<file path="config.mk">
export PLATFORM = sky130hd
export DESIGN_NAME = nexthop_register_bank
export DESIGN_NICKNAME = d
export VERILOG_FILES = /design/src/rtl/nexthop_register_bank.sv
export SDC_FILE = /design/constraint.sdc
export NUM_CORES = 1
export LEC_CHECK = 0
export BUFFER_PORTS_ARGS = -buffer_cell sky130_fd_sc_hd__buf_2
export CAP_MARGIN = 10
export CELL_PAD_IN_SITES_DETAIL_PLACEMENT = 0
export CELL_PAD_IN_SITES_GLOBAL_PLACEMENT = 1
export CORE_ASPECT_RATIO = 0.75
export CORE_MARGIN = 10
export CORE_UTILIZATION = 34
export DETAILED_ROUTE_END_ITERATION = 10
export PLACE_DENSITY = 0.85
export SYNTH_ARGS = -nofsm -noshare
export SYNTH_HDL_FRONTEND = slang
export SYNTH_SLANG_ARGS = --single-unit
</file>
<file path="constraint.sdc">
create_clock -name clk -period 1.6 [get_ports clk]
set_input_delay 0.24 -clock clk [delete_from_list [all_inputs] [get_ports clk]]
set_output_delay 0.24 -clock clk [all_outputs]
set_load 0.02 [all_outputs]
</file>
<file path="src/rtl/nexthop_register_bank.sv">
// Per-channel next-hop register bank: one IDLE/ROUTED/LOCKED tracker per input channel
// so the arbiter sees a stable destination from header to packet tail.
module nexthop_register_bank #(
    parameter int NUM_CH    = 5,
    parameter int ADDR_W    = 3,
    parameter int NUM_DEST  = 5,
    parameter int IDLE_ADDR = 3
) (
    input  logic                     clk,
    input  logic                     reset,
    input  logic [NUM_CH-1:0]        ib_empty_i,
    input  logic [NUM_CH-1:0]        pt_almost_done_i,
    input  logic [NUM_CH-1:0]        nhr_write_i,
    input  logic [NUM_CH*ADDR_W-1:0] nhr_address_i,
    input  logic [NUM_CH-1:0]        grant_i,
    output logic [NUM_CH*ADDR_W-1:0] nhr_address_o,
    output logic [NUM_CH-1:0]        nhr_valid_o,
    output logic [NUM_CH-1:0]        nhr_locked_o,
    output logic [NUM_CH-1:0]        err_o
);

    typedef enum logic [1:0] {
        ST_IDLE   = 2'b00,
        ST_ROUTED = 2'b01,
        ST_LOCKED = 2'b10
    } ch_state_t;

    localparam logic [ADDR_W-1:0] IDLE_A     = ADDR_W'(IDLE_ADDR);
    localparam logic [31:0]       NUM_DEST_U = 32'(NUM_DEST);

    // A destination is usable only if it exists and cannot be mistaken for "no route".
    function automatic logic addr_legal(input logic [ADDR_W-1:0] a);
        logic [31:0] a_ext;
        a_ext = {{(32-ADDR_W){1'b0}}, a};
        return (a_ext < NUM_DEST_U) && (a != IDLE_A);
    endfunction

    for (genvar c = 0; c < NUM_CH; c++) begin : g_ch
        ch_state_t         state_r;
        ch_state_t         state_nx_s;
        logic [ADDR_W-1:0] addr_r;
        logic [ADDR_W-1:0] addr_nx_s;
        logic [ADDR_W-1:0] addr_in_s;
        logic              err_r;
        logic              err_nx_s;
        logic              legal_s;

        assign addr_in_s = nhr_address_i[c*ADDR_W +: ADDR_W];
        assign legal_s   = addr_legal(addr_in_s);

        // Next-state, next-address and sticky-error logic for this channel.
        always_comb begin
            state_nx_s = state_r;
            addr_nx_s  = addr_r;
            err_nx_s   = err_r;

            case (state_r)
                ST_IDLE: begin
                    addr_nx_s = IDLE_A;
                    if (pt_almost_done_i[c]) begin
                        state_nx_s = ST_IDLE;
                    end else if (nhr_write_i[c] && legal_s && !ib_empty_i[c]) begin
                        state_nx_s = ST_ROUTED;
                        addr_nx_s  = addr_in_s;
                    end else begin
                        state_nx_s = ST_IDLE;
                    end
                end
                ST_ROUTED: begin
                    if (pt_almost_done_i[c] || ib_empty_i[c]) begin
                        state_nx_s = ST_IDLE;
                        addr_nx_s  = IDLE_A;
                    end else if (grant_i[c]) begin
                        state_nx_s = ST_LOCKED;
                    end else if (nhr_write_i[c] && legal_s) begin
                        addr_nx_s = addr_in_s;
                    end else begin
                        state_nx_s = ST_ROUTED;
                    end
                end
                ST_LOCKED: begin
                    // An empty input buffer is only a wormhole stall; the route stays.
                    if (pt_almost_done_i[c]) begin
                        state_nx_s = ST_IDLE;
                        addr_nx_s  = IDLE_A;
                    end else begin
                        state_nx_s = ST_LOCKED;
                    end
                end
                default: begin
                    state_nx_s = ST_IDLE;
                    addr_nx_s  = IDLE_A;
                end
            endcase

            if (nhr_write_i[c] && !legal_s && (state_r != ST_LOCKED)) begin
                err_nx_s = 1'b1;
            end else begin
                err_nx_s = err_nx_s;
            end
        end

        // Channel state, address and error registers.
        always_ff @(posedge clk) begin
            if (reset) begin
                state_r <= ST_IDLE;
                addr_r  <= IDLE_A;
                err_r   <= 1'b0;
            end else begin
                state_r <= state_nx_s;
                addr_r  <= addr_nx_s;
                err_r   <= err_nx_s;
            end
        end

        assign nhr_address_o[c*ADDR_W +: ADDR_W] = addr_r;
        assign nhr_valid_o[c]  = (state_r != ST_IDLE);
        assign nhr_locked_o[c] = (state_r == ST_LOCKED);
        assign err_o[c]        = err_r;
    end

endmodule
</file>
# Word-level counts from Yosys, hierarchy flattened
# Index checks and enable logic that the tools add are counted.
[totals]
reg_bits = 30
wordCells = 185
[classes]
eq_ne = 40
reduce_logical = 55
order_cmp = 5
n_mux = 70
[ops]
columns = ["op", "count"]
rows = [
  ["3-bit 2-to-1 mux", 30],
  ["3-bit one-hot mux with 3 select lines", 5],
  ["2-bit 2-to-1 mux", 20],
  ["3-bit inequality test (second input constant)", 10],
  ["2-bit one-hot mux with 3 select lines", 5],
  ["1-bit logical AND", 25],
  ["2-bit inequality test (second input constant)", 10],
  ["4-bit inequality test (second input constant)", 5],
  ["3-bit < comparator (second input constant)", 5],
  ["3-bit by 2-bit inequality test with 1-bit output (second input constant)", 5],
  ["3-bit AND reduction", 5],
  ["2-bit by 1-bit == test with 1-bit output (second input constant)", 5],
  ["2-bit == test (second input constant)", 5],
  ["1-bit zero test", 10],
  ["2-bit zero test", 5],
  ["1-bit 2-to-1 mux", 10],
  ["2-bit nonzero test", 5],
  ["1-bit logical OR", 5],
]

# Logic depth before layout (Yosys ltp)
# Gate-level depths: netlist of the first run.
[logic_depth]
depth_word = 7
mapped_depth = 5
ltp_nobuf = 4

# Least setup slack after synthesis of the first run
# No wires, ideal clock.
[synth_path]
kind = "reg2reg"
from = "register g_ch[3].state_r[0]"
to = "register g_ch[3].addr_r[0]"
setup_slack_ns = 0.115
required_ns = 1.528
stages_incl_launch_ff = 6
t_arrival_ns = 1.413
period_less_slack_ns = 1.485
path_cell_list = "dfxtp_1 > buf_2 > nor2b_1 > inv_1 > a31oi_4 > mux2i_1"
[synth_between]
elab_chain_len = 3
[synth_rtl]
columns = ["item", "line_no", "text"]
rows = [
  ["start: declaration", "39", "ch_state_t state_r;"],
  ["start signal: assignment", "110", "state_r <= state_nx_s;"],
  ["2-bit == test (*)", "--", ""],
  ["net nhr_locked_o[3]", "18", "output logic [NUM_CH-1:0] nhr_locked_o,"],
  ["2-bit inequality test (no source line)", "--", ""],
  ["3-bit AND reduction (no source line)", "--", ""],
  ["end signal: assignment", "111", "addr_r <= addr_nx_s;"],
  ["end: declaration", "41", "logic [ADDR_W-1:0] addr_r;"],
]
# Mark *: on every way through the listed nets, which the timed path passes. The rest lies on a longest branch.
# A chain may end at the register's enable or synchronous reset.

# Worst setup path after layout of the first run
[layout_path]
from = "register g_ch[4].state_r[0]"
to = "output nhr_valid_o[4]"
[layout_between]
elab_chain_len = 1
[layout_rtl]
columns = ["item", "line_no", "text"]
rows = [
  ["start: declaration", "39", ""],
  ["start signal: assignment", "110", ""],
  ["2-bit nonzero test", "117", "assign nhr_valid_o[c] = (state_r != ST_IDLE);"],
  ["end: declaration", "17", "output logic [NUM_CH-1:0] nhr_valid_o,"],
]
# Every way passes these cells.

==> results of run 1 <==
==> layout make-up <==
cell class | count | area (um2)
fillers | 500 | 2680
multi-input cells | 141 | 968
flip-flops and latches | 30 | 601
repair buffers | 70 | 360
clock buffers | 8 | 110
well taps | 60 | 75.1
inverters | 13 | 48.8
==> metrics by stage <==
| stage | setup slack (ns) | power (mW) |
|---|---|---|
| finish | 0.186 | 1.73 |
| global route | 0.0513 | 1.83 |
| CTS | 0.174 | 1.76 |
| global placement | 0.235 | 1.04 |
| floorplan | 0.115 | 0.941 |
| detailed placement | 0.168 | 1.05 |
==> cell families (layout without fill, tap and decap cells) <==
logic type / after synthesis / after routing / synth area share (%)
AND/OR/NAND/NOR: 79 / 79 / 23.4
adder cells (fa/ha/maj): 5 / 5 / 3.18
flip-flops: 30 / 30 / 35.5
multiplexers: 17 / 17 / 10.1
AO/OA/AOI/OAI: 40 / 40 / 20.6
buffers and inverters: 26 / 91 / 7.32
==> state kept, by name, summed over array words and instances (netlist names) <==
signal        cells
g_ch.addr_r      15
g_ch.err_r        5
g_ch.state_r     10
==> path summary, 6_finish.rpt <==
path,start,endpoint
min reg2reg,g_ch[1].err_r$_SDFFE_PP0P_,g_ch[1].err_r$_SDFFE_PP0P_
max,g_ch[4].state_r[0]$_SDFFE_PP0P_,nhr_valid_o[4]
max reg2reg,g_ch[4].state_r[1]$_SDFFE_PP0P_,g_ch[4].addr_r[0]$_SDFFE_PP1P_
min,pt_almost_done_i[4],g_ch[4].state_r[1]$_SDFFE_PP0P_
==> routing by layer <==
layer  wire length (um)  share of wire, %  vias to the layer above
li1                   -                 -                      821
met1               2140                49                      718
met2               1790                41                       51
met3                429               9.8                        5
met4                 31              0.71                        0
met5                  0                 0                        -
==> cells in the final DEF (no fill, tap or decap) <==
cell type and count:
buf_2 66, dfxtp_1 30, nor2_1 28, nor3_1 17
mux2i_1 17, inv_1 13, a21oi_1 13, nand2_1 11
a31oi_1 10, clkbuf_8 8, nor2b_1 7, or2_2 5
nor3b_1 4, buf_4 4, o2111ai_1 3, nand2b_1 3
maj3_2 3, o311ai_4 3, a21oi_2 3, maj3_1 2
nor2b_4 2, nor4_1 2, o211ai_1 2, a31oi_4 2
o21bai_1 2, o221ai_1 2
==> worst max-delay path, stage by stage (launching register included) <==
cell and delay, ns:
dfxtp_1 0.41, or2_2 0.33, buf_2 0.16
==> power by group <==
| part | internal (mW) | leakage (nW) | switching [mW] |
|---|---|---|---|
| Clock | 0.434 | 0.0575 | 0.268 |
| Sequential | 0.765 | 0.244 | 0.0135 |
| Combinational | 0.102 | 0.576 | 0.151 |
| Total | 1.30 | 0.877 | 0.433 |
==> flow_summary.toml, run 1 <==
[global_route]
grt_overflow = 0
grt_pass1_wl_um = 7340
antenna_found_initial = 0
use_met1_pct = 14.0
grt_util_met2_pct = 15.0
grt.total_usage_pct = 10.6
grt_pass1_vias = 1564
grt_use_met3_pct = 5.00
grt_start_max_net_pins = 18
grt.busiest_layer = "met2"

[floorplanning]
initial_core_util_pct = 34.9
ioPinCount = 67
die_h_um = 81.1
num_rows = 22
coreArea_um2 = 4840
die_w_um = 101
dieArea_um2 = 8230

[logic_synthesis]
yosysSeqAreaShare_pct = 35.5
synth_top_area_cell = "dfxtp_1"
post-synth-top-count-cell = "dfxtp_1"
ys.warnings.count = 0
synth_area_per_cell_um2 = 8.59
yosys-top-cells-count = "30 x dfxtp_1, 28 x nor2_1, 17 x mux2i_1, 17 x nor3_1"
synthCells = 197
synth_edf_count = 0
ys_seq_elements = 30
synthTopCellsByArea = "dfxtp_1 35%, mux2i_1 10%, nor2_1 6.2%"
synthesis.area_um2 = 1690
async_reset_ff_share_pct = 0
synth_top_area_share_pct = 35.5
synth_top_flop_cell = "dfxtp_1"
yosysUniqueCellTypes = 26
syn_nets = 234

[clocking]
htree_levels = 2
clock_latency_ns = 0.27
cts_buffers = 5
ctsHoldBuffers = 0
cts.clk_slew.worst_paths_ns = 0.06
cts_buffer_depth = 2
root_buffer = "clkbuf_8"
clock_sinks = 30
cts_tree = "built"
cts_setup_buffers = 0
post_cts_resized = 0

[worst_setup_path]
critPathKind = "reg -> out"
crit_fanout = 9
crit_path_end_kind = "primary output"
critPathRequiredTime_ns = 1.36
arrival_ns = 1.17
cp-start-kind = "register"
r2r_setup_slack_ns = 0.24
ff2ff_path_depth = 4

[sta]
rsz0062_at_grt = "false"
slew_viol_final = 0
skew_ns = 0.00269
finalSetupTns_ns = 0
setup_viol = 0
finalCritPeriodShare_pct = 88.4
hold_viol = 0
max-slew-margin-rel_pct = 68.6
hold_ws_ns = 0.178
period_needed_ns = 1.41
max_slew.worst_pin.slew_ns = 0.467
timing.fmax_mhz = 707

[min_path]
min_path_type = "in -> reg"
hold_path_depth = 2

[place]
gp_congestion = 0.812
hpwl_um = 3660
placedCellCount = 314
port_buffers = 66
place_area_um2 = 2050

[routing]
drc = 0
drtIter0Drc = 55
vias = 1595
dr.pass1.iters = 4
totalWireLength_um = 4390
detail-route-antenna-nets = 0
drt-vias-per-instance = 4.95
wl_per_cell_um = 13.6

[final_layout]
final-instance-count-excl-fill = 322
final_util_pct = 44.7
area_growth_pct = 27.8
nNetsFinal = 298
stdcell_area_um2 = 2160
diodes = 0
drive_gt1_share_pct = 36.6

[flow_run]
cap_violations = 0

[status]
status = "finished clean"

[power]
p_leak_nw = 0.877
powerDensity_nw_per_um2 = 801
ir_worst_vdd_v = 0.000298
(Power assumes the default switching activity.)
==> run 2, diff against run 1 <==
CELL_PAD_IN_SITES_DETAIL_PLACEMENT = unset   (was 0)
CELL_PAD_IN_SITES_GLOBAL_PLACEMENT = unset   (was 1)
CORE_UTILIZATION = 48   (was 34)
PLACE_DENSITY = 0.86   (was 0.85)
==> run 2 against run 1 <==
- design area decreased by 0.81%
- count of clock-buffer cells in the layout unchanged
- clock skew increased by 0.0014 ns
==> flow_summary.toml, run 2 (synthesis gave the netlist of run 1 again) <==
[worst_setup_path]
crit_path_end_kind = "primary output"
r2r_setup_slack_ns = 0.23
cp_slowest_stage_delay_ns = 0.38
critPathKind = "reg -> out"
path_cells = "nor2b_1 -> buf_2"
timing.rr.end = "g_ch[1].addr_r[1]$_SDFFE_PP1P_"
critPathRequiredTime_ns = 1.36
critPathTopFamily = "flip-flops"
r2r-start = "g_ch[1].state_r[1]$_SDFFE_PP0P_"
crit_fanout = 8
arrival_ns = 1.18
ff2ff_path_depth = 4
slowest_stage = "dfxtp_1"
critPathBufInv = 1
cp-start-kind = "register"

[min_path]
min_path_type = "in -> reg"
hold_path_depth = 2
hp-start = "pt_almost_done_i[2]"
hold_path_end = "g_ch[2].state_r[1]$_SDFFE_PP0P_"

[clocking]
cts_buffers = 5
cts_buffer_depth = 2
cts_tree = "built"
cts_setup_buffers = 0
ctsHoldBuffers = 0
clock_sinks = 30
htree_levels = 2
cts.clk_slew.worst_paths_ns = 0.06
post_cts_resized = 0
clock_latency_ns = 0.28
root_buffer = "clkbuf_8"

[sta]
slew_viol_final = 0
timing.fmax_mhz = 706
skew_ns = 0.00409
finalSetupTns_ns = 0
max-slew-margin-rel_pct = 67.5
period_needed_ns = 1.42
hold_viol = 0
max_slew.worst_pin.slew_ns = 0.483
rsz0062_at_grt = "false"
finalCritPeriodShare_pct = 88.5
setup_viol = 0

[global_route]
grt_pass1_wl_um = 6890
grt_pass1_vias = 1566
antenna_found_initial = 0
grt_start_max_net_pins = 15
grt.total_usage_pct = 13.3
grt_overflow = 0

[power]
ir_worst_vdd_v = 0.000539
powerDensity_nw_per_um2 = 811
p_leak_nw = 0.882
p_total_mw = 1.74

[floorplanning]
ioPinCount = 67
dieArea_um2 = 6330
initial_core_util_pct = 50.8
die_w_um = 88.6
die_h_um = 71.4
coreArea_um2 = 3330
num_rows = 18

[place]
hpwl_um = 3480
port_buffers = 66
gp_congestion = 0.914

[flow_run]
cap_violations = 0

[status]
status = "finished clean"

[routing]
drt-vias-per-instance = 5.31
dr.pass1.iters = 4
wl_per_cell_um = 14.3
drtIter0Drc = 55
drc = 0
detail-route-antenna-nets = 0
totalWireLength_um = 4340
vias = 1610

[final_layout]
final_common_cell = "buf_2"
nNetsFinal = 299
final_cell_mix = "66 x buf_2, 30 x dfxtp_1, 28 x nor2_1"
area_growth_pct = 26.8
diodes = 0
reg_top3 = "g_ch.addr_r: 15 flops, g_ch.state_r: 10 flops, g_ch.err_r: 5 flops"
largest_reg_flops = 15
regMostFlops = "g_ch.addr_r"
drive_gt1_share_pct = 36.9
[run 2: changes by cell type in the layout (fill, tap and decap cells not counted), sizes merged]
| cell | previous run | this run |
|---|---|---|
| buf | 70 | 71 |
[run 2: report_power, final]
part | total [mW] | switching [mW] | internal, mW
combinational | 0.253 | 0.150 | 0.103
clock | 0.709 | 0.276 | 0.434
sequential | 0.778 | 0.0132 | 0.764
total | 1.74 | 0.439 | 1.30
[run 2: worst max path at each step]
stage / to / from / depth (start not counted) / slack (ns)
final: nhr_locked_o[3] / g_ch[3].state_r[0]$_SDFFE_PP0P_ / 2 / 0.18
after global placement: g_ch[3].addr_r[1]$_SDFFE_PP1P_ / ib_empty_i[3] / 5 / 0.25
after global routing: g_ch[1].addr_r[1]$_SDFFE_PP1P_ / g_ch[1].state_r[1]$_SDFFE_PP0P_ / 4 / 0.005
after detailed placement: g_ch[0].addr_r[2]$_SDFFE_PP0P_ / nhr_address_i[1] / 5 / 0.24
after CTS: nhr_valid_o[2] / g_ch[2].state_r[0]$_SDFFE_PP0P_ / 2 / 0.17
after floorplan: g_ch[3].addr_r[0]$_SDFFE_PP1P_ / g_ch[3].state_r[0]$_SDFFE_PP0P_ / 5 / 0.12
[run 2: area by class of cell]
| cell class | instances | area, um2 |
|---|---|---|
| inverter | 13 | 48.8 |
| multi-input combinational | 141 | 968 |
| sequential | 30 | 601 |
| tap | 40 | 50.0 |
| clock buffer | 8 | 110 |
| fill | 303 | 1190 |
| timing repair buffer | 71 | 368 |
[run 2: routing by layer]
| metal | track usage (%) | vias to the layer above | part of all wire [%] |
|---|---|---|---|
| met3 | 5.76 | 8 | 11 |
| li1 | - | 824 | - |
| met5 | 0 | - | 0 |
| met4 | 4.83 | 0 | 1.4 |
| met1 | 15.9 | 713 | 43 |
| met2 | 20.7 | 65 | 45 |
[run 2: per-stage QoR]
step	cell area [um2]	utilization, %	hold slack (ns)	setup slack [ns]	cells
3_5_place_dp	2040	61.1	0.456	0.235	295
4_1_cts	2150	64.4	0.162	0.174	303
5_1_grt	2150	64.4	0.171	0.00501	303
6_report	2150	64.4	0.174	0.184	303
3_3_place_gp	2040	61.1	0.445	0.255	295
2_1_floorplan	1690	-	0.319	0.115	197
